### src/rtl/mips_pkg.sv
// Shared definitions for the MIPS fetch stage: default vectors,
// instruction field positions and the fetch FSM state encoding.
package mips_pkg;

  localparam logic [31:0] RESET_PC_DEF   = 32'h0000_0000;
  localparam logic [31:0] EXC_VECTOR_DEF = 32'h0000_0180;

  localparam int RS_LSB  = 21;
  localparam int RT_LSB  = 16;
  localparam int RD_LSB  = 11;
  localparam int IMM_LSB = 0;
  localparam int REG_W   = 5;
  localparam int IMM_W   = 16;

  typedef enum logic {
    FETCH = 1'b0,
    ISSUE = 1'b1
  } fetch_state_e;

endpackage

### src/rtl/pc_next_sel.sv
// Next-PC priority mux (exc > jump > branch > pc+4) with target alignment.
// Ports: i_pc, redirect requests/targets in; o_next_pc, o_redirect, o_misaligned out.
module pc_next_sel
  import mips_pkg::*;
#(
  parameter logic [31:0] EXC_VECTOR = EXC_VECTOR_DEF
) (
  input  logic [31:0] i_pc,
  input  logic        i_exc_redirect,
  input  logic        i_jump,
  input  logic [31:0] i_jump_target,
  input  logic        i_branch_taken,
  input  logic [31:0] i_branch_target,
  output logic [31:0] o_next_pc,
  output logic        o_redirect,
  output logic        o_misaligned
);

  logic [31:0] raw;

  always_comb begin
    raw = i_pc + 32'd4;
    if (i_exc_redirect) begin
      raw = EXC_VECTOR;
    end else if (i_jump) begin
      raw = i_jump_target;
    end else if (i_branch_taken) begin
      raw = i_branch_target;
    end
  end

  assign o_redirect   = i_exc_redirect | i_jump | i_branch_taken;
  assign o_next_pc    = {raw[31:2], 2'b00};
  assign o_misaligned = o_redirect & (raw[1:0] != 2'b00);

endmodule

### src/rtl/fetch_unit.sv
// Instruction fetch stage: owns PC, issues imem req/ack, presents word to decode.
// Ports: i_clk/i_rst, stall and redirects in; imem req/addr/ack/data; o_valid, instr, pc, fields.
module fetch_unit
  import mips_pkg::*;
#(
  parameter logic [31:0] RESET_PC   = RESET_PC_DEF,
  parameter logic [31:0] EXC_VECTOR = EXC_VECTOR_DEF
) (
  input  logic        i_clk,
  input  logic        i_rst,
  input  logic        i_stall,
  input  logic        i_exc_redirect,
  input  logic        i_jump,
  input  logic [31:0] i_jump_target,
  input  logic        i_branch_taken,
  input  logic [31:0] i_branch_target,
  output logic        o_imem_req,
  output logic [31:0] o_imem_addr,
  input  logic        i_imem_ack,
  input  logic [31:0] i_imem_data,
  output logic        o_valid,
  output logic [31:0] o_instr,
  output logic [31:0] o_pc,
  output logic [31:0] o_pc_plus4,
  output logic [4:0]  o_rs,
  output logic [4:0]  o_rt,
  output logic [4:0]  o_rd,
  output logic [15:0] o_imm16,
  output logic        o_misaligned
);

  fetch_state_e state_q, state_d;
  logic [31:0]  pc_q, pc_d;
  logic [31:0]  addr_q, addr_d;
  logic [31:0]  instr_q, instr_d;
  logic [31:0]  opc_q, opc_d;
  logic         kill_q, kill_d;
  logic         mis_q, mis_d;

  logic [31:0]  sel_pc;
  logic         sel_redir;
  logic         sel_mis;

  pc_next_sel #(
    .EXC_VECTOR(EXC_VECTOR)
  ) u_sel (
    .i_pc           (pc_q),
    .i_exc_redirect (i_exc_redirect),
    .i_jump         (i_jump),
    .i_jump_target  (i_jump_target),
    .i_branch_taken (i_branch_taken),
    .i_branch_target(i_branch_target),
    .o_next_pc      (sel_pc),
    .o_redirect     (sel_redir),
    .o_misaligned   (sel_mis)
  );

  always_ff @(posedge i_clk) begin
    if (i_rst) begin
      state_q <= FETCH;
      pc_q    <= RESET_PC;
      addr_q  <= RESET_PC;
      instr_q <= 32'h0;
      opc_q   <= RESET_PC;
      kill_q  <= 1'b0;
      mis_q   <= 1'b0;
    end else begin
      state_q <= state_d;
      pc_q    <= pc_d;
      addr_q  <= addr_d;
      instr_q <= instr_d;
      opc_q   <= opc_d;
      kill_q  <= kill_d;
      mis_q   <= mis_d;
    end
  end

  // addr_q holds the address of the outstanding request; it only moves
  // when a new request starts, so a redirect cannot disturb an in-flight one.
  always_comb begin
    state_d = state_q;
    pc_d    = pc_q;
    addr_d  = addr_q;
    instr_d = instr_q;
    opc_d   = opc_q;
    kill_d  = kill_q;
    mis_d   = 1'b0;
    unique case (state_q)
      FETCH: begin
        if (sel_redir) begin
          pc_d  = sel_pc;
          mis_d = sel_mis;
        end
        if (i_imem_ack) begin
          if (kill_q || sel_redir) begin
            kill_d = 1'b0;
            addr_d = pc_d;
          end else begin
            instr_d = i_imem_data;
            opc_d   = addr_q;
            state_d = ISSUE;
          end
        end else if (sel_redir) begin
          kill_d = 1'b1;
        end
      end
      ISSUE: begin
        if (!i_stall) begin
          pc_d    = sel_pc;
          addr_d  = sel_pc;
          mis_d   = sel_mis;
          state_d = FETCH;
        end
      end
    endcase
  end

  assign o_imem_req   = (state_q == FETCH);
  assign o_imem_addr  = addr_q;
  assign o_valid      = (state_q == ISSUE);
  assign o_instr      = instr_q;
  assign o_pc         = opc_q;
  assign o_pc_plus4   = opc_q + 32'd4;
  assign o_rs         = instr_q[RS_LSB +: REG_W];
  assign o_rt         = instr_q[RT_LSB +: REG_W];
  assign o_rd         = instr_q[RD_LSB +: REG_W];
  assign o_imm16      = instr_q[IMM_LSB +: IMM_W];
  assign o_misaligned = mis_q;

endmodule
### config.mk
export PLATFORM = sky130hd
export DESIGN_NAME = fetch_unit
export DESIGN_NICKNAME = d
export VERILOG_FILES = /design/src/rtl/mips_pkg.sv /design/src/rtl/pc_next_sel.sv /design/src/rtl/fetch_unit.sv
export SDC_FILE = /design/constraint.sdc
export NUM_CORES = 1
export LEC_CHECK = 0
export CAP_MARGIN = 5
export CORE_ASPECT_RATIO = 0.9
export CORE_MARGIN = 2
export CORE_UTILIZATION = 45
export CTS_BUF_LIST = sky130_fd_sc_hd__clkbuf_16
export DETAILED_ROUTE_END_ITERATION = 12
export PLACE_DENSITY = 0.84
export REMOVE_ABC_BUFFERS = 1
export SLEW_MARGIN = 20
export SYNTH_ARGS = -nofsm -noshare
export SYNTH_HDL_FRONTEND = slang
export SYNTH_SLANG_ARGS = --single-unit
### constraint.sdc
create_clock -name i_clk -period 2.6 [get_ports i_clk]
set_clock_uncertainty 0.05 [all_clocks]
set_input_delay 0.26 -clock i_clk [delete_from_list [all_inputs] [get_ports i_clk]]
set_output_delay 0.26 -clock i_clk [all_outputs]
set_load 0.005 [all_outputs]
==> results.md, run 1 <==
* Status: finished, final reports clean
* Port Buf Inserts at 264
* Final std cells w/o fill at approximately 1,400
* Clock Power Share at 0.477
* Max Freq at ~390 MHz
* TritonCTS Buffers at 17
* Drt drc at 0
* Most common cell after layout, fill and taps aside: clkdlybuf4s50_1
* Gpl congestion at roughly 1
* Initial core utilization at 0.464
* Switching Fraction at 0.240
* Tmin final at about 2600 ps
* Critical path class: flop to primary output
* Area contributors post-synth: dfxtp_1 (38%), nand2_1 (10%), a21oi_1 (8.1%)
* Clock slew at reported path FFs at around 60 ps
* Cell taking the most area after synthesis: dfxtp_1
* Area of the multi-input gates at 0.00384 mm^2
* Worst Setup Slack, final at 11.9 ps
* FF-to-FF path depth at 5
* Final slew viol count at 0
* CP Max Fanout at 4
* Place WS at between 15 and 20 ps
* Cell Rows at 42
* Critical path capture point type: primary output
* Worst-Margin Slew at slightly below 800 ps
* Grt total ovfl at 0
* Overall routing resource usage at 0.297
* Initial antenna violation count at 0
* Final core utilization at 0.716
* Antenna diode instance count at 0
* Post-layout instance area at ~0.011 mm^2
* Seq. cell area at between 0.002 and 0.003 mm^2
* Pint at about 4.3 mW
* Area delta synth->final at 54.3%
* Max cap viols at 0
* # H-tree levels at 4
* Post-Syn Area at approximately 0.0069 mm^2
* Reg power frac at 0.385
* Final hold slack at roughly 210 ps
* Cell total after placement at 1,358
* Synthesized flop and latch total at ~130
* Initial DRT Pass Iterations at 5
* Core Region at 0.0149 mm^2
* Filler Cell Count at 1,176
* Die X at 134 um
* Synth Area in Compound Gates at 0.228
* WP data arrival at roughly 2300 ps
* Hold Crit Class: input pin to flop
* Pwr Density at roughly 530 mW/mm^2
* First-pass GRT wire length at 38,400 um
* NetSw at 1.35 mW
* Adder-cell area share of the yosys netlist at 0.00363
* Async SR Flop Fraction at 0
* Part of the cycle the worst path needs at 0.995
* Layout cells sized above 1 at 0.123
* Setup tns final at 0 ps
* Combinational share of power at 0.138
* Hold Crit Depth at 2
* Post-route ant nets at 0
* Via-to-Cell Ratio at 5.78
* Post-DP Area at 0.00987 mm^2
* Leading cell types in the layout, fill and taps excluded: clkdlybuf4s50_1 (252), nand2_1 (187), dfxtp_1 (126)
* Final setup fails at 0
* Number of global-route vias before repair at around 7,600
* Leakage power at about 3.9 nW
* Synth unique cells at 59
* Synth warn at 0
* Peak VDD IR at approximately 470 uV
* Clock Sinks at 131
* Unrepaired setup endpoints after global routing: yes
* HPWL Detailed at roughly 18,000 um
* Simple-gate portion of the synthesized area at 0.245
* Hold-fix buffers, CTS at 0
* Largest family of logic cells by synthesized area: simple AND/OR/NAND/NOR gates
* Syn Inst Count at ~900
* Slew margin rel. at 0.473
* Post-synth top area share at 0.380
* Sequential cell area fraction in the yosys report at 0.380
* CP Launch Type: flop
* Total Power at 5.65 mW
* EDFF count, synth at 0
* I/O pin count at between 200 and 300
* Final nets at around 1,300
* Top FF cell, synth: dfxtp_1
* Worst path required time at ~2300 ps
* XOR/XNOR Fraction of Synth Area at 0.0546
* CTS tree: done
* Drt wl/cell at about 18 um
* Clock root buffer: clkbuf_16
* Full die area at around 0.016 mm^2
* Mux contribution to synthesized area at 0.0120
* 1st-iter DRT viols at around 850
* Vias at 8,056
* Die height at between 100 and 150 um
* Pin count of the biggest net entering global routing at 65
* Clk_lat worst skew at 420 ps
* Max clock buf depth at 2
* Final wirelength at 24,800 um
* Final hold viol count at 0
* Avg Inst Size Synth at between 7 and 8 um^2
==> layer usage <==
| metal | up-vias | part of all wire | track usage |
|---|---|---|---|
| met4 | 0 | 0.026 | 0.133 |
| met3 | 56 | 0.10 | 0.0789 |
| li1 | 3750 | - | - |
| met1 | 3775 | 0.40 | 0.368 |
| met2 | 475 | 0.47 | 0.486 |
| met5 | - | 0 | 0 |
==> path summary, 6_finish.rpt <==
path | from | end | slack (ps)
setup / recovery | o_pc[6] | o_pc_plus4[22] | 10
hold / removal | i_rst | o_pc[1] | 210
setup reg to reg | pc_q[4] | o_imem_addr[25] | 220
hold reg to reg | o_instr[26] | o_instr[26] | 400
==> repair_timing <==
| action | CTS | global route |
|---|---|---|
| gates resized for setup | 27 | 15 |
| buffers inserted | 3 | 1 |
| pin swaps | 6 | 3 |
| cloned | 0 | 0 |
| endpoints found under the setup margin | 18 | 10 |
==> flip-flops by register name, indices dropped and copies added (netlist names) <==
| name | cells |
|---|---|
| o_pc | 32 |
| kill_q | 1 |
| o_valid | 1 |
| pc_q | 32 |
| o_instr | 32 |
| o_misaligned | 1 |
| o_imem_addr | 32 |
==> final cells by class <==
cell class                      count  share of cell area
Inverter                           13             0.00459
Tap cell                          198              0.0233
Clock inverter                     15              0.0225
Multi-Input combinational cell    682               0.361
Timing Repair Buffer              338               0.302
Clock buffer                       17              0.0400
Sequential cell                   131               0.247
==> synthesized netlist by cell type, drive strengths merged, types with 11 or more instances <==
cell type / n
a21oi: 111
a22oi: 16
a31oi: 11
buf: 39
clkbuf: 55
dfxtp: 131
inv: 12
nand2: 189
nand3: 42
nand4: 12
nor2: 63
nor3: 14
o21ai: 51
xnor2: 33
==> worst max-delay path, stage by stage, from the launching register on <==
cell,delay (ps)
dfxtp_1,340
and4_4,280
nand4_1,200
nor2_2,230
nand4_1,150
xnor2_1,150
clkdlybuf4s50_1,510
==> power by group through the flow <==
stage	logic (mW)	clock network (mW)	registers, mW
after floorplan	0.268	0	2.20
after global placement	0.750	0	2.21
after detailed placement	0.762	0	2.21
after CTS	0.767	2.72	2.17
after global routing	0.830	2.81	2.18
final	0.776	2.69	2.17
==> cells by family after synthesis <==
family	count (synthesis)
and+or+nand+nor	371
AOI/OAI and AO/OA	258
DFF	131
buffers and inverters	107
xor gates and xnor gates	43
muxes	8
adders and majority gates	2
No activity file was read; power rests on OpenSTA's default activity.
==> inputs of run 2 (changes only) <==
- CORE_ASPECT_RATIO: 0.9 -> 1.1
==> results.md, run 2 (synthesis gave the netlist of run 1 again) <==
* Post-layout instance area at roughly 0.011 mm^2
* Die X at approximately 120 um
* Min-delay src: i_rst
* Worst-Margin Slew at between 500 and 600 ps
* Worst path required time at between 2000 and 2500 ps
* Full die area at between 0.015 and 0.02 mm^2
* Max Freq at 400 MHz
* Reg-to-reg slack, setup at 250 ps
* 1st-iter DRT viols at 713
* Final wirelength at approximately 24,000 um
* Final nets at approximately 1,300
* Pwr Density at between 500 and 600 mW/mm^2
* Die height at 134 um
* Metal-1 WL at around 9500 um
* Gpl congestion at 0.990
* Vias at 7,870
* Drt wl/cell at roughly 18 um
* Unrepaired setup endpoints after global routing: yes
* FF-to-FF path depth at 6
* Place WS at -48.1 ps
* Cell Rows at 47
* Hold-fix buffers, CTS at 0
* Final setup fails at 0
* Via-to-Cell Ratio at about 5.7
* Leakage power at 3.84 nW
* HPWL Detailed at between 15,000 and 20,000 um
* Number of global-route vias before repair at ~7,200
* I/O pin count at 265
* Max cap viols at 0
* Leading cell types in the layout, fill and taps excluded: clkdlybuf4s50_1 (253), nand2_1 (187), dfxtp_1 (129)
* DR WL met3 at roughly 2000 um
* FF-to-FF End: pc_q[31]
* Peak VDD IR at about 500 uV
* Post-route ant nets at 0
* Tmin final at 2500 ps
* Core Region at ~0.015 mm^2
* Initial antenna violation count at 0
* Clk_lat worst skew at approximately 420 ps
* Clock slew at reported path FFs at approximately 50 ps
* First-pass GRT wire length at 37,300 um
* Initial DRT Pass Iterations at 6
* Most common cell after layout, fill and taps aside: clkdlybuf4s50_1
* CP Launch Type: flop
* Area delta synth->final at 53.1%
* Antenna diode instance count at 0
* Final slew viol count at 0
* Port Buf Inserts at approximately 260
* Critical path capture point type: primary output
* Max clock buf depth at 2
* Hold EP: pc_q[14]
* WP data arrival at approximately 2200 ps
* Worst Setup Slack, final at roughly 98 ps
* Total Power at roughly 5.6 mW
* R2R Path Start: pc_q[13]
* Max Used Layer: met4
* TritonCTS Buffers at 17
* # H-tree levels at 4
* Final hold slack at ~270 ps
* Hold Crit Depth at 2
* Grt total ovfl at 0
* Met2 WL at around 12,000 um
* Layout cells sized above 1 at 0.109
* Drt drc at 0
* Final hold viol count at 0
* Pin count of the biggest net entering global routing at 66
* Initial core utilization at 0.460
* Post-DP Area at between 0.009 and 0.01 mm^2
* Hold Crit Class: input pin to flop
* Status: finished, final reports clean
* Slew margin rel. at 0.605
* Overall routing resource usage at 0.289
* CTS tree: done
* Part of the cycle the worst path needs at 0.962
* CP Max Fanout at 5
* Critical path class: flop to primary output
* Clock root buffer: clkbuf_16
* Clock Sinks at around 130
-- run 2: cell count changes in the layout (fill, tap and decap cells not counted), sizes merged, moves of 2 or more --
cell,change
dlymetal6s2s,+2
clkinvlp,-4
dlygate4sd2,-2
clkinv,+6
buf,-13
inv,-3
-- run 2: critical path: stages, from the launching register on --
cell           delay [ps]
dfxtp_1               330
and4_4                270
nand4_1               160
or3_4                 400
inv_1                 100
nand3_1               100
xnor2_1               140
dlygate4sd2_1         260
-- run 2: layer usage --
layer,global-route usage,up-vias
li1,-,3727
met1,0.356,3652
met2,0.492,434
met3,0.0561,57
met4,0.122,0
met5,0,-
-- run 2: area by class of cell --
type | count | area (um^2)
clock buffers | 17 | 425
inverters | 13 | 48.8
repair buffers | 325 | 3140
flip-flops and latches | 131 | 2630
clock inverters | 14 | 216
well taps | 196 | 245
fillers | 1227 | 4440
multi-input cells | 682 | 3860
-- run 2: where the power goes --
group | leakage, nW | switching [mW] | total, mW | internal, mW
registers | 1.07 | 0.0892 | 2.18 | 2.09
logic | 2.47 | 0.357 | 0.761 | 0.404
clock network | 0.310 | 0.861 | 2.63 | 1.77
total | 3.84 | 1.31 | 5.57 | 4.26
-- run 2: how the worst max path moves through the flow --
stage               startpoint              end  slack (ps)  depth (start not counted)
floorplan              o_valid  o_imem_addr[29]       -1660                          5
global placement       o_pc[7]   o_pc_plus4[29]          -3                          7
detailed placement     o_pc[6]   o_pc_plus4[29]         -50                          7
CTS                   o_pc[16]   o_pc_plus4[21]         -90                          7
global route           o_pc[6]   o_pc_plus4[24]         -30                          6
finish                 o_pc[6]   o_pc_plus4[30]         100                          7
-- run 2: through the flow --
stage | setup TNS (ps) | utilization | std cells
floorplan | -47470 | - | 826
global placement | -2.62 | 0.653 | 1344
detailed placement | -48.1 | 0.653 | 1344
CTS | -102 | 0.701 | 1376
global route | -56.1 | 0.704 | 1378
finish | 0 | 0.704 | 1378
-- run 2: repair_timing --
item | 4_1_cts | 5_1_grt
gates resized for setup | 25 | 14
pin swaps | 3 | 3
gates cloned | 0 | 0
setup buffers | 1 | 2
setup endpoints to repair | 14 | 13
